**config.mk**
```make
export PLATFORM = sky130hd
export DESIGN_NAME = mem_in_slice
export DESIGN_NICKNAME = d
export VERILOG_FILES = /design/src/rtl/mem_in_slice.sv
export SDC_FILE = /design/constraint.sdc
export NUM_CORES = 1
export LEC_CHECK = 0
export ABC_CLOCK_PERIOD_IN_PS = 5980
export CELL_PAD_IN_SITES_DETAIL_PLACEMENT = 1
export CELL_PAD_IN_SITES_GLOBAL_PLACEMENT = 2
export CORE_MARGIN = 4
export CORE_UTILIZATION = 34
export DETAILED_ROUTE_END_ITERATION = 10
export PLACE_DENSITY_LB_ADDON = 0.1
export SYNTH_ARGS = -nofsm -noshare
export SYNTH_HDL_FRONTEND = slang
export SYNTH_SLANG_ARGS = --single-unit
```
**constraint.sdc**
```tcl
create_clock -name clk50m -period 5.98 [get_ports clk50m]
set_clock_uncertainty 0.2 [all_clocks]
set_input_delay 1.196 -clock clk50m [delete_from_list [all_inputs] [get_ports clk50m]]
set_output_delay 1.196 -clock clk50m [all_outputs]
set_load 0.05 [all_outputs]
```
**src/rtl/mem_in_slice.sv**
```systemverilog
// Memory-mapped input peripheral: synchronises and debounces external pins, latches
// rising-edge event flags (write-one-to-clear) and raises irq while any flag is set.
module mem_in_slice #(
    parameter int unsigned ADDRESS    = 15'h7402,
    parameter int unsigned AW         = 15,
    parameter int unsigned DW         = 16,
    parameter int unsigned DEB_CYCLES = 50000
) (
    input  logic          clk50m,
    input  logic          rst,
    input  logic [DW-1:0] pins_in,
    input  logic [AW-1:0] addr,
    input  logic [DW-1:0] data_in,
    input  logic          we,
    output logic [DW-1:0] data_out,
    output logic          irq
);

    localparam int unsigned   CW       = $clog2(DEB_CYCLES);
    localparam logic [CW-1:0] CNT_LAST = CW'(DEB_CYCLES - 1);
    localparam logic [AW-1:0] LVL_ADDR = AW'(ADDRESS);
    localparam logic [AW-1:0] FLG_ADDR = AW'(ADDRESS + 1);

    logic [DW-1:0] sync_q1;
    logic [DW-1:0] sync_q2;
    logic [DW-1:0] samp;
    logic [DW-1:0] level;
    logic [DW-1:0] flags;
    logic [DW-1:0] level_next;
    logic [DW-1:0] set_bits;
    logic [DW-1:0] clr_bits;
    logic [CW-1:0] count;
    logic          tick;

    assign tick = (count == CNT_LAST);

    // A bit only moves when the current tick sample matches the previous one.
    always_comb begin
        level_next = level;
        if (tick) begin
            level_next = (level & (sync_q2 ^ samp)) | (sync_q2 & ~(sync_q2 ^ samp));
        end
    end

    always_comb begin
        clr_bits = '0;
        if (we && (addr == FLG_ADDR)) begin
            clr_bits = data_in;
        end
    end

    assign set_bits = level_next & ~level;

    always_ff @(posedge clk50m) begin
        if (rst) begin
            sync_q1 <= '0;
            sync_q2 <= '0;
            samp    <= '0;
            level   <= '0;
            flags   <= '0;
            count   <= '0;
        end else begin
            sync_q1 <= pins_in;
            sync_q2 <= sync_q1;
            count   <= tick ? '0 : count + 1'b1;
            if (tick) begin
                samp <= sync_q2;
            end
            level <= level_next;
            // Set is OR-ed in after the clear so a same-cycle edge is never lost.
            flags <= (flags & ~clr_bits) | set_bits;
        end
    end

    always_comb begin
        data_out = '0;
        if (addr == LVL_ADDR) begin
            data_out = level;
        end else if (addr == FLG_ADDR) begin
            data_out = flags;
        end
    end

    assign irq = |flags;

endmodule

```
==> flow_summary.yaml <==
logic_synthesis:
  synth_top_area_cell: "sky130_fd_sc_hd__dfxtp_1"
  post-synth-top-area-fraction: 0.511
  postSynthRegisterBits: 96
  synth_area_leaders: "sky130_fd_sc_hd__dfxtp_1, sky130_fd_sc_hd__nor2b_1, sky130_fd_sc_hd__nand2_1, sky130_fd_sc_hd__a21oi_1, sky130_fd_sc_hd__o21ai_0"
  number_of_enable_type_register_cells_in_the_synthesized_netlist: 0
  cell_area_after_synthesis_sq_um: 3760
  synthTopCellsByCount: "sky130_fd_sc_hd__dfxtp_1, sky130_fd_sc_hd__nand2_1, sky130_fd_sc_hd__nor2b_1, sky130_fd_sc_hd__a21oi_1, sky130_fd_sc_hd__o21ai_0"
  synth.yosys.seq_area_share: 0.511
  most_common_cell_in_the_netlist: "sky130_fd_sc_hd__dfxtp_1"
  syn_inst: 419
  synth-main-ff-cell: "sky130_fd_sc_hd__dfxtp_1"
  synth_fp_nets: 470
  ys_async_sr_fraction: 0
  count_of_distinct_cell_types_in_the_synthesized_netlist: 30
  post_synth.cell_area_avg_sq_um: 8.97
  yosys_warnings: 0
grt:
  first_global_vias: 3121
  grt_max_degree: 82
  grt_antenna_before_repair: 0
  groute.usage.overall: 0.151
  global_route.overflow_total: 0
  grt_first_pass_wirelength_microns: 15500
placement:
  postPlaceCellArea_sq_um: 4490
  io_buffer_count: 66
  detailed_place_hpwl_microns: 6230
  gp_congestion: 0.736
timing:
  tightest_slew_ns: 0.847
  timing.slew.headroom: 0.435
  timing.final.crit_share: 0.872
  holdWs_ns: 0.237
  setup_violation_total_in_the_final_timing_report: 0
  timing_max_transition_violations_final: 0
  rsz0062_at_grt: "false"
  fin_tns_setup_ns: 0
  timing.final.hold_violations: 0
  fmax_mhz: 192
  layout_min_cycle_time_ns: 5.21
clock_tree:
  post_cts_resize_count: 0
  post_cts_buffers: 0
  insertion_delay_ns: 0.37
  cts_hold_buf: 0
  tritoncts.num_buffers: 9
  cts-root-to-sink-buffers: 2
  cts_root_buf: "sky130_fd_sc_hd__clkbuf_8"
  cts_tree: "yes"
  clock_tree.htree_level_count: 3
  numClockSinks: 96
  clk_transition_reported_paths_ns: 0.11
pwr:
  pwr_density_cell_nw_per_um2: 240
  peakVddDrop_v: 0.000108
  power.static_leakage_nw: 1.55
layout:
  multiInputGateArea_sq_um: 1640
  finalInstanceArea_sq_um: 4670
  syn2layout_area_growth_pct: 24.3
  antenna_cells_inserted: 0
  register_area_sq_um: 1920
  nets: 528
  finish.utilization: 0.431
  drive_above_1_share: 0.0560
  layout.filler_cells: 1246
job:
  timing.max_cap.violations: 0
floorplan:
  initial_core_util: 0.347
  floorplan.rows: 38
  die-height_microns: 113
  ios: 67
  die_area_sq_um: 12800
  core_area_sq_um: 10800
  die_width_microns: 113
setup_path:
  critical_path.max_fanout: 16
  crit_path_start_kind: "primary input"
  reg2reg_to: "count[12]$_SDFF_PP0_"
  crit-reg2reg-launch: "count[0]$_SDFF_PP0_"
  cp_data_arrival_time_ns: 3.82
  worstSetupPathType: "in -> out"
  reg2reg_depth: 6
  cp-end-kind: "output pin"
  required_ns: 4.58
  reg2reg_slack_ns: 3.78
routing:
  vias: 3075
  avgRoutedWirePerCell_microns: 14.9
  drt-pass1-iter-count: 4
  post_drt_via_cell_ratio: 4.94
  drt_first_iter_violations: 163
  route.antenna.remaining_nets: 0
  detail_route.wirelength_microns: 9250
  remaining_drc_errors: 0
hold_path:
  min-delay-path-class: "reg -> reg"
  worst_hold_startpoint: "sync_q1[14]$_SDFF_PP0_"
  hold_path_end: "sync_q2[14]$_SDFF_PP0_"
  whs_path_depth: 1
status:
  status: "complete, no violations"
## cell usage in the layout (no fill, tap or decap), drive strengths merged, types with 21 or more instances in the layout
master	count
clkdlybuf4s50	65
inv	25
dfxtp	96
a21oi	32
o21ai	32
nor2b	33
nand3	22
nand2	50
nor2	21
## cell type report
| class | instances | share of cell area |
|---|---|---|
| repair buffers | 68 | 0.144 |
| clock inverters | 7 | 0.0129 |
| clock buffers | 9 | 0.0265 |
| inverters | 21 | 0.0169 |
| multi-input cells | 281 | 0.352 |
| flip-flops and latches | 96 | 0.411 |
| well taps | 140 | 0.0375 |
## critical path, stage by stage
cell and delay (ns):
sky130_fd_sc_hd__clkdlybuf4s50_1 0.41, sky130_fd_sc_hd__nor4b_2 0.34, sky130_fd_sc_hd__nand4_1 0.20, sky130_fd_sc_hd__nor2_2 0.59, sky130_fd_sc_hd__a22o_1 0.27, sky130_fd_sc_hd__clkdlybuf4s50_1 0.80
## metrics by stage
stage | instances | setup slack [ns] | power, W
5_1_grt | 622 | 0.663 | 0.00118
6_report | 622 | 0.767 | 0.00112
4_1_cts | 622 | 0.761 | 0.00114
3_3_place_gp | 606 | 0.823 | 0.000729
2_1_floorplan | 419 | 2.04 | 0.000692
3_5_place_dp | 606 | 0.765 | 0.000730
## logic make-up (layout without fill, tap and decap cells)
logic type	count (synthesis)	in the layout	share of synthesized area
xor+xnor	14	14	0.0326
fa+ha+maj	1	1	0.00333
flops	96	96	0.511
buf+inv	42	105	0.0519
compound gates	96	96	0.149
simple gates	170	170	0.252
## registers in the layout (all words and copies together), names as in the netlist
register	count
level	16
sync_q1	16
count	16
sync_q2	16
flags	16
samp	16
## how the worst max path moves through the flow
stage	from	endpoint	cells after the start
3_5_place_dp	addr[9]	data_out[1]	6
2_1_floorplan	addr[9]	data_out[10]	5
3_3_place_gp	addr[9]	data_out[1]	6
6_report	addr[9]	data_out[7]	6
4_1_cts	addr[9]	data_out[1]	6
5_1_grt	addr[9]	data_out[1]	6
## per-layer routing
| layer | vias up | track usage | wire length (microns) |
|---|---|---|---|
| li1 | 1579 | - | - |
| met5 | - | 0 | 0 |
| met3 | 2 | 0.0449 | 477 |
| met2 | 69 | 0.215 | 3850 |
| met1 | 1425 | 0.219 | 4880 |
| met4 | 0 | 0.0457 | 43 |
## report_power, final
| group | switching, W | leakage (nW) | internal (W) |
|---|---|---|---|
| Sequential | 0.00000747 | 0.781 | 0.000651 |
| Clock | 0.000248 | 0.0848 | 0.000158 |
| Combinational | 0.0000202 | 0.688 | 0.0000368 |
| Total | 0.000275 | 1.55 | 0.000846 |
No activity file was read; power rests on OpenSTA's default activity.
